===== src/rtl/intr_request_ctrl_pkg.sv =====
// Shared constants and helpers for the interrupt request controller.
// Source bit order everywhere is {C,B,A}, so bit index = priority.
package intr_pkg;

  localparam int NUM_SRC = 3;

  localparam logic [1:0] INT_NO_NONE = 2'd0;
  localparam logic [1:0] INT_NO_A    = 2'd1;
  localparam logic [1:0] INT_NO_B    = 2'd2;
  localparam logic [1:0] INT_NO_C    = 2'd3;

  function automatic logic [NUM_SRC-1:0] no2onehot(input logic [1:0] no);
    logic [NUM_SRC-1:0] oh;
    oh = '0;
    case (no)
      INT_NO_A: oh = 3'b001;
      INT_NO_B: oh = 3'b010;
      INT_NO_C: oh = 3'b100;
      default:  oh = '0;
    endcase
    return oh;
  endfunction

  function automatic logic [NUM_SRC-1:0] highest_set(input logic [NUM_SRC-1:0] v);
    logic [NUM_SRC-1:0] oh;
    oh = '0;
    if (v[2])      oh = 3'b100;
    else if (v[1]) oh = 3'b010;
    else if (v[0]) oh = 3'b001;
    return oh;
  endfunction

endpackage


===== src/rtl/intr_request_ctrl_if.sv =====
// CPU-side bundle: ack/eret from the handler, masked requests and status back.
interface intr_request_ctrl_if;
  import intr_pkg::*;

  logic               int_ack;
  logic [1:0]         ack_no;
  logic               int_eret;
  logic               IRA;
  logic               IRB;
  logic               IRC;
  logic [NUM_SRC-1:0] pending;
  logic [NUM_SRC-1:0] in_service;

  modport master (
    output int_ack, ack_no, int_eret,
    input  IRA, IRB, IRC, pending, in_service
  );

  modport slave (
    input  int_ack, ack_no, int_eret,
    output IRA, IRB, IRC, pending, in_service
  );

endinterface


===== src/rtl/intr_request_ctrl_debounce.sv =====
// Synchroniser + debouncer for one raw button; rise pulses for one cycle
// in the cycle after the debounced level goes 0->1.
module irq_debounce #(
  parameter int SYNC_STAGES     = 2,
  parameter int DEBOUNCE_CYCLES = 16
) (
  input  logic clk,
  input  logic rst,
  input  logic raw_in,
  output logic level,
  output logic rise
);

  localparam int            CW      = $clog2(DEBOUNCE_CYCLES + 1);
  localparam logic [CW-1:0] CNT_MAX = CW'(DEBOUNCE_CYCLES);
  localparam logic [CW-1:0] CNT_ONE = CW'(1);

  logic [SYNC_STAGES-1:0] sync_q, sync_d;
  logic [CW-1:0]          cnt_q, cnt_d, cnt_inc;
  logic                   level_q, level_d;
  logic                   level_dly_q;
  logic                   synced;

  assign synced  = sync_q[SYNC_STAGES-1];
  assign cnt_inc = cnt_q + CNT_ONE;

  always_comb begin
    sync_d  = {sync_q[SYNC_STAGES-2:0], raw_in};
    level_d = level_q;
    cnt_d   = '0;
    // Counter only runs while the synced value disagrees with the level
    if (synced != level_q) begin
      if (cnt_inc == CNT_MAX) level_d = ~level_q;
      else                    cnt_d   = cnt_inc;
    end
  end

  always_ff @(posedge clk) begin
    if (rst) begin
      sync_q      <= '0;
      cnt_q       <= '0;
      level_q     <= 1'b0;
      level_dly_q <= 1'b0;
    end else begin
      sync_q      <= sync_d;
      cnt_q       <= cnt_d;
      level_q     <= level_d;
      level_dly_q <= level_q;
    end
  end

  assign level = level_q;
  assign rise  = level_q & ~level_dly_q;

endmodule


===== src/rtl/intr_request_ctrl.sv =====
// Debounces three buttons, latches rising edges as pending, tracks in-service
// levels and masks requests so only strictly higher priority may nest.
module intr_request_ctrl
  import intr_pkg::*;
#(
  parameter int SYNC_STAGES     = 2,
  parameter int DEBOUNCE_CYCLES = 16,
  parameter int NESTED          = 1
) (
  input  logic                clk,
  input  logic                rst,
  input  logic                irq_a_raw,
  input  logic                irq_b_raw,
  input  logic                irq_c_raw,
  intr_request_ctrl_if.slave  cpu
);

  logic [NUM_SRC-1:0] raw, lvl, rise;
  logic [NUM_SRC-1:0] pending_q, pending_d;
  logic [NUM_SRC-1:0] in_service_q, in_service_d;
  logic [NUM_SRC-1:0] ack_oh, blocked, req;

  assign raw = {irq_c_raw, irq_b_raw, irq_a_raw};

  irq_debounce #(.SYNC_STAGES(SYNC_STAGES), .DEBOUNCE_CYCLES(DEBOUNCE_CYCLES)) u_dbc_a (
    .clk(clk), .rst(rst), .raw_in(raw[0]), .level(lvl[0]), .rise(rise[0]));
  irq_debounce #(.SYNC_STAGES(SYNC_STAGES), .DEBOUNCE_CYCLES(DEBOUNCE_CYCLES)) u_dbc_b (
    .clk(clk), .rst(rst), .raw_in(raw[1]), .level(lvl[1]), .rise(rise[1]));
  irq_debounce #(.SYNC_STAGES(SYNC_STAGES), .DEBOUNCE_CYCLES(DEBOUNCE_CYCLES)) u_dbc_c (
    .clk(clk), .rst(rst), .raw_in(raw[2]), .level(lvl[2]), .rise(rise[2]));

  a_rise_implies_level: assert property (@(posedge clk) disable iff (rst) (rise & ~lvl) == '0);

  assign ack_oh = cpu.int_ack ? no2onehot(cpu.ack_no) : '0;

  always_comb begin
    // A fresh rise wins over a same-cycle ack of that source
    pending_d    = (pending_q & ~ack_oh) | rise;
    in_service_d = in_service_q;
    if (cpu.int_eret) in_service_d = in_service_d & ~highest_set(in_service_d);
    in_service_d = in_service_d | ack_oh;
  end

  always_ff @(posedge clk) begin
    if (rst) begin
      pending_q    <= '0;
      in_service_q <= '0;
    end else begin
      pending_q    <= pending_d;
      in_service_q <= in_service_d;
    end
  end

  generate
    if (NESTED != 0) begin : g_nested
      assign blocked = {in_service_q[2], |in_service_q[2:1], |in_service_q};
    end else begin : g_flat
      assign blocked = {NUM_SRC{|in_service_q}};
    end
  endgenerate

  assign req            = pending_q & ~blocked;
  assign cpu.IRA        = req[0];
  assign cpu.IRB        = req[1];
  assign cpu.IRC        = req[2];
  assign cpu.pending    = pending_q;
  assign cpu.in_service = in_service_q;

endmodule


===== src/flat_wrapper.sv =====
// flat-port wrapper written by rule: the top's interface ports become plain ports
module intr_request_ctrl_flat import intr_pkg::*;
#(
  parameter int SYNC_STAGES     = 2,
  parameter int DEBOUNCE_CYCLES = 16,
  parameter int NESTED          = 1
)
  (clk, rst, irq_a_raw, irq_b_raw, irq_c_raw, cpu_int_ack, cpu_ack_no, cpu_int_eret, cpu_IRA, cpu_IRB, cpu_IRC, cpu_pending, cpu_in_service);
  intr_request_ctrl_if cpu_i ();
  input  logic clk;
  input  logic rst;
  input  logic irq_a_raw;
  input  logic irq_b_raw;
  input  logic irq_c_raw;
  input wire logic [$bits(cpu_i.int_ack)-1:0] cpu_int_ack;
  input wire logic [$bits(cpu_i.ack_no)-1:0] cpu_ack_no;
  input wire logic [$bits(cpu_i.int_eret)-1:0] cpu_int_eret;
  output wire logic [$bits(cpu_i.IRA)-1:0] cpu_IRA;
  output wire logic [$bits(cpu_i.IRB)-1:0] cpu_IRB;
  output wire logic [$bits(cpu_i.IRC)-1:0] cpu_IRC;
  output wire logic [$bits(cpu_i.pending)-1:0] cpu_pending;
  output wire logic [$bits(cpu_i.in_service)-1:0] cpu_in_service;
  assign cpu_i.int_ack = cpu_int_ack;
  assign cpu_i.ack_no = cpu_ack_no;
  assign cpu_i.int_eret = cpu_int_eret;
  assign cpu_IRA = cpu_i.IRA;
  assign cpu_IRB = cpu_i.IRB;
  assign cpu_IRC = cpu_i.IRC;
  assign cpu_pending = cpu_i.pending;
  assign cpu_in_service = cpu_i.in_service;
  intr_request_ctrl #(.SYNC_STAGES(SYNC_STAGES), .DEBOUNCE_CYCLES(DEBOUNCE_CYCLES), .NESTED(NESTED)) u_core (.clk(clk), .rst(rst), .irq_a_raw(irq_a_raw), .irq_b_raw(irq_b_raw), .irq_c_raw(irq_c_raw), .cpu(cpu_i));
endmodule

===== config.mk =====
export PLATFORM = sky130hd
export DESIGN_NAME = intr_request_ctrl_flat
export DESIGN_NICKNAME = d
export VERILOG_FILES = /design/src/rtl/intr_request_ctrl_pkg.sv /design/src/rtl/intr_request_ctrl_if.sv /design/src/rtl/intr_request_ctrl_debounce.sv /design/src/rtl/intr_request_ctrl.sv /design/src/flat_wrapper.sv
export SDC_FILE = /design/constraint.sdc
export NUM_CORES = 1
export LEC_CHECK = 0
export ABC_AREA = 1
export CAP_MARGIN = 30
export CORE_ASPECT_RATIO = 1.1
export CORE_UTILIZATION = 32
export DETAILED_ROUTE_END_ITERATION = 12
export GPL_TIMING_DRIVEN = 0
export HOLD_SLACK_MARGIN = 0.12
export PLACE_DENSITY = 0.58
export SLEW_MARGIN = 0
export SYNTH_ARGS = -nofsm -noshare
export SYNTH_HDL_FRONTEND = slang
export SYNTH_SLANG_ARGS = --single-unit
export TNS_END_PERCENT = 100

===== constraint.sdc =====
create_clock -name clk -period 1.26 [get_ports clk]
set_clock_uncertainty 0.1 [all_clocks]
set_input_delay 0.126 -clock clk [delete_from_list [all_inputs] [get_ports clk]]
set_output_delay 0.126 -clock clk [all_outputs]
set_load 0.005 [all_outputs]

[Word-level counts from Yosys, hierarchy flattened]
Cells that the tools add are included.
Operators by class
  $add $sub $neg: 3
  eq/ne operators: 9
  muxes and demuxes: 7
  bitwise gates (word level): 20
  reductions and logical operators: 8
Operator list (number)
  $add A5 B1 Y5 const B: 3
  $eq A5 B5 Y1 const B: 3
  $mux W3: 5
  $reduce_or A3 Y1: 4
  $and A3 B3 Y3: 3
  $not A1 Y1: 9
  $not A3 Y3: 3
  $pmux W3 S3: 1
  $or A3 B3 Y3: 2
  $reduce_and A2 Y1: 3
  $eq A2 B2 Y1 const B: 2
  $and A1 B1 Y1: 3
  $ne A1 B1 Y1: 3
  $eq A2 B1 Y1 const B: 1
  $reduce_or A2 Y1: 1
  $mux W1: 1
Word-level totals
  register bits: 33
  bits of input ports: 9
  output and inout port bits: 9
  word-level logic and storage cells: 61

[Longest topological paths before layout]
  word-level depth: 8
  mapped depth: 9
  mapped depth without buffers: 9

[By module]
From an unflattened synthesis, not the netlist that was laid out.
Unflattened totals
  cells, all modules: 187
  area, all modules: 1395.1 µm²
By module, submodules not included
  irq_debounce: instances 3, cells an instance 51, area each 379.1 µm², seq. area each 180.2 µm²
  intr_request_ctrl: instances 1, cells an instance 34, area each 257.7 µm², seq. area each 120.1 µm²

[Worst setup path before layout]
No wires, ideal clock.
  path kind: reg-to-reg
  start point: register u_core.u_dbc_c.cnt_q[0]
  end point: register u_core.u_dbc_c.level_q (netlist: u_core.u_dbc_c.level)
  library setup time: 113 ps
  arrival: 1089 ps
  data required time: 1047 ps
  path slack: -42 ps
  cell stages (with the launch flop): 9
  path buffers: 0
  clock period less this slack: 1302 ps
  cells stage by stage: dfxtp_1 -> ha_1 -> inv_1 -> nand2_1 -> nand2_2 -> nor2_4 -> nand3_4 -> nor2_1 -> nor2_1
On the way
  cells in the longest elaborated chain, start to end: 3
RTL lines
  start, declared: line intr_request_ctrl_debounce.sv:19  | logic [CW-1:0] cnt_q, cnt_d, cnt_inc;
  start signal, assigned: line intr_request_ctrl_debounce.sv:46  | cnt_q <= cnt_d;
  $add A5 B1 Y5: line intr_request_ctrl_debounce.sv:25  | assign cnt_inc = cnt_q + CNT_ONE;
  $eq A5 B5 Y1: line intr_request_ctrl_debounce.sv:33  | if (cnt_inc == CNT_MAX) level_d = ~level_q;
  $reduce_and A2 Y1 (no line)
  end signal, assigned: line intr_request_ctrl_debounce.sv:47  | level_q <= level_d;
  end, declared: line intr_request_ctrl_debounce.sv:20  | logic level_q, level_d;
No other way between the ends.
A chain may end at the register's enable or synchronous reset.

[Worst setup path in the final report]
Ends and elaborated chain as after synthesis.

==> summary.md <==
| Metric | Value |
|---|---|
| Status | complete, but fails checks |
| Failing checks | hold timing, setup timing |
| Final core occ | 0.4492 |
| Final setup TNS | -0.007739 ns |
| Final min period | around 1.3 ns |
| First-pass GRT wire length | 4.395 mm |
| Clk Latency, worst-skew pair | ~0.28 ns |
| WP buf/inv | 2 |
| Via count of the routed design | ~1100 |
| Hold path start | rst |
| Share of layout cells above drive strength 1 | 0.3721 |
| Die H | between 70 and 80 um |
| Mapped Nets | between 150 and 200 |
| Hold-fix buffers at CTS | 1 |
| Commonest cells after routing, fill and taps aside | inv_1 (27), nor2_1 (26), dfxtp_1 (22), nand2_2 (16), nand2_1 (14) |
| Grt met3 use | 0.04063 |
| Most frequent CP cell | nand2_2 |
| RSZ-0062 raised after global routing | true |
| Synth cell types | 23 |
| Die W | 66.33 um |
| Total grt overflow | 0 |
| Timing-limited maximum frequency | roughly 800 MHz |
| R2r startpoint | u_core.u_dbc_c.cnt_q[0] |
| Clk buf depth | 2 |
| DRC | 0 |
| Post-DRT Antenna Nets | 0 |
| Pin count of the biggest net entering global routing | 11 |
| Area grow syn2layout | 34.11% |
| Synth warnings | 0 |
| Std-Cell Rows | 25 |
| Total wire length | around 2.5 mm |
| FF+latch count, synth | 33 |
| TritonCTS clock tree | yes |
| Hold Slack | -0.03758 ns |
| Port buffer count | 16 |
| Slowest cell on crit path | dfxtp_4 |
| RR Endpoint | u_core.u_dbc_c.level |
| Rel. slew slack | 0.6960 |
| Post-Place Cells | approximately 250 |
| Worst Max-Slew Pin Slew | 0.4560 ns |
| CTS clk-pin slew, worst paths | about 0.07 ns |
| Ant diodes | 0 |
| GR peak layer | met2 |
| Core Area | 4348 um^2 |
| Worst min-delay path category | primary input to register |
| CP delay by family, top | simple AND/OR/NAND/NOR gates |
| R2R cell count | 8 |
| Antenna violations before repair | 0 |
| Worst VDD drop | between 400 and 500 uV |
| Final Cycle Share | 1.006 |
| Worst setup EP type | register |
| Max-Cap Viols | 0 |
| Mapped Cells | around 180 |
| Avg Inst Size Synth | around 8 um^2 |
| Final Hold Viols | 4 |
| Iteration-0 DRC Markers | 22 |
| Vias in the first global route | 1116 |
| CP peak stage delay | ~0.36 ns |
| Required @ worst endpoint | 1.38 ns |
| Setup violators final | 1 |
| Crit-path max FO | 4 |
| CTS Sinks | 33 |
| Leak | roughly 0.82 nW |
| CP Cell Sequence | buf_6 -> ha_2 -> inv_2 -> nor2_4 -> nand3_4 -> nand2_2 -> nand2_2 -> nor2_2 |
| Crit path arrival time | between 1 and 1.5 ns |
| GPL Wtd Cong | around 0.73 |
| Grt met2 use | 0.1961 |
| WHS Endpoint | u_core.cpu.in_service[1] |
| Avg Vias per Cell | approximately 4.3 |
| Most common cell after layout, fill and taps aside | inv_1 |
| Sequential-to-total area share from yosys stat | 0.4536 |
| Non-Filler Instances | around 270 |
| Initial Util | 0.3350 |
| Drt first pass iters | 4 |
| Boundary Pins | 18 |
| Gr usage total | 0.1221 |
| Critical Path Start Type | register |
| Root buffer cell | clkbuf_8 |
| CP Class | register to register |
| Cell Area, Synth | ~1500 um^2 |
| PwrDens | around 970 nW/um^2 |
| WHS Path Cells | 2 |
| Max-slew violation count | 0 |
| Routed WL per cell | around 9 um |
| Place WS | -0.1297 ns |
| GR met1 Demand/Resource | 0.1378 |
| NumNets Final | 229 |
| H-tree levels | 2 |
| Inserted Clock Buffers | 5 |
| DP HPWL | around 1.7 mm |
| Final worst slack | -0.007739 ns |
| Die area | ~4800 um^2 |
| R2R setup slack | -0.008 ns |
state kept, by name (all words and copies together), names as in the netlist:
signal	flops
u_core.u_dbc_a.level	1
u_core.cpu.pending	3
u_core.u_dbc_c.cnt_q	5
u_core.u_dbc_c.level	1
u_core.u_dbc_b.level_dly_q	1
u_core.u_dbc_b.sync_q	2
u_core.u_dbc_c.level_dly_q	1
u_core.u_dbc_a.cnt_q	5
u_core.cpu.in_service	3
u_core.u_dbc_b.level	1
u_core.u_dbc_c.sync_q	2
u_core.u_dbc_a.sync_q	2
u_core.u_dbc_b.cnt_q	5
u_core.u_dbc_a.level_dly_q	1
cell families after synthesis:
group / Yosys count / share of synthesized area
AO/OA/AOI/OAI: 11 / 0.04038
XOR/XNOR: 2 / 0.01203
adder cells (fa/ha/maj): 6 / 0.05155
buffers and inverters: 37 / 0.1039
flip-flops: 33 / 0.4536
AND/OR/NAND/NOR: 93 / 0.3385
worst max path at each step:
stage / startpoint / to / slack [ns] / cells after the start
detailed placement: u_core.cpu.in_service[2] / cpu_IRA / -0.13 / 2
global placement: u_core.cpu.in_service[2] / cpu_IRA / -0.15 / 2
CTS: u_core.u_dbc_c.cnt_q[0] / u_core.u_dbc_c.level / -0.009 / 7
floorplan: u_core.u_dbc_a.cnt_q[1] / u_core.u_dbc_a.level / 0.002 / 8
global route: u_core.u_dbc_b.cnt_q[0] / u_core.u_dbc_b.level / -0.11 / 8
finish: u_core.u_dbc_c.cnt_q[0] / u_core.u_dbc_c.level / -0.008 / 8
layer usage:
layer	wire [um]	vias to the layer above
met1	1169	494
met2	1120	23
li1	-	625
met3	128	7
met5	0	-
met4	71	0
metrics by stage:
step                      hold slack, ns  area [um^2]  total power [mW]
after global placement            0.2648         1697             1.175
after global routing            -0.04013         1953             1.977
after detailed placement          0.2635         1697             1.176
final                           -0.03758         1953             1.896
after CTS                       -0.04347         1911             1.932
after floorplan                   0.1330         1469             1.132
area by class of cell:
cell class	instances	area (um^2)
timing repair buffer	25	215.2
multi-input combinational	112	749.5
clock inverter	2	10.01
buffer	2	15.01
inverter	35	136.4
fill	448	2395
clock buffer	6	72.57
tap	54	67.56
sequential	33	686.9
synthesized netlist by cell type:
master    count  area, um^2
nor2_1       34       127.6
dfxtp_1      33       660.6
inv_1        31       116.4
nand2_1      19       71.32
nand2_2      13       81.33
nand3_1      10       50.05
a21oi_1       8       40.04
nand4_1       7       43.79
ha_1          6       75.07
inv_2         3       11.26
nand3_4       3       52.55
nor2_4        3       33.78
o21ai_0       2       10.01
a21oi_2       1       8.760
buf_6         1       11.26
clkbuf_1      1       3.750
inv_6         1       8.760
nand3_2       1       10.01
nor3b_1       1       7.510
nor4b_1       1       8.760
or2_2         1       6.260
xnor2_1       1       8.760
xor2_1        1       8.760
what timing repair did:
action | CTS | global route
gates cloned | 0 | 0
gates resized for setup | 43 | 15
pin swaps | 11 | 12
buffers inserted | 7 | 1
setup endpoints to repair | 27 | 20
endpoints found under the hold margin | 16 | 12
where the power goes:
group          internal (mW)  switching [mW]  leakage, nW  total [mW]
clock                  0.382           0.358       0.0450       0.740
combinational         0.0486          0.0446        0.505      0.0933
sequential              1.05          0.0120        0.274        1.06
Note: power is estimated with default switching activity, not from simulation.
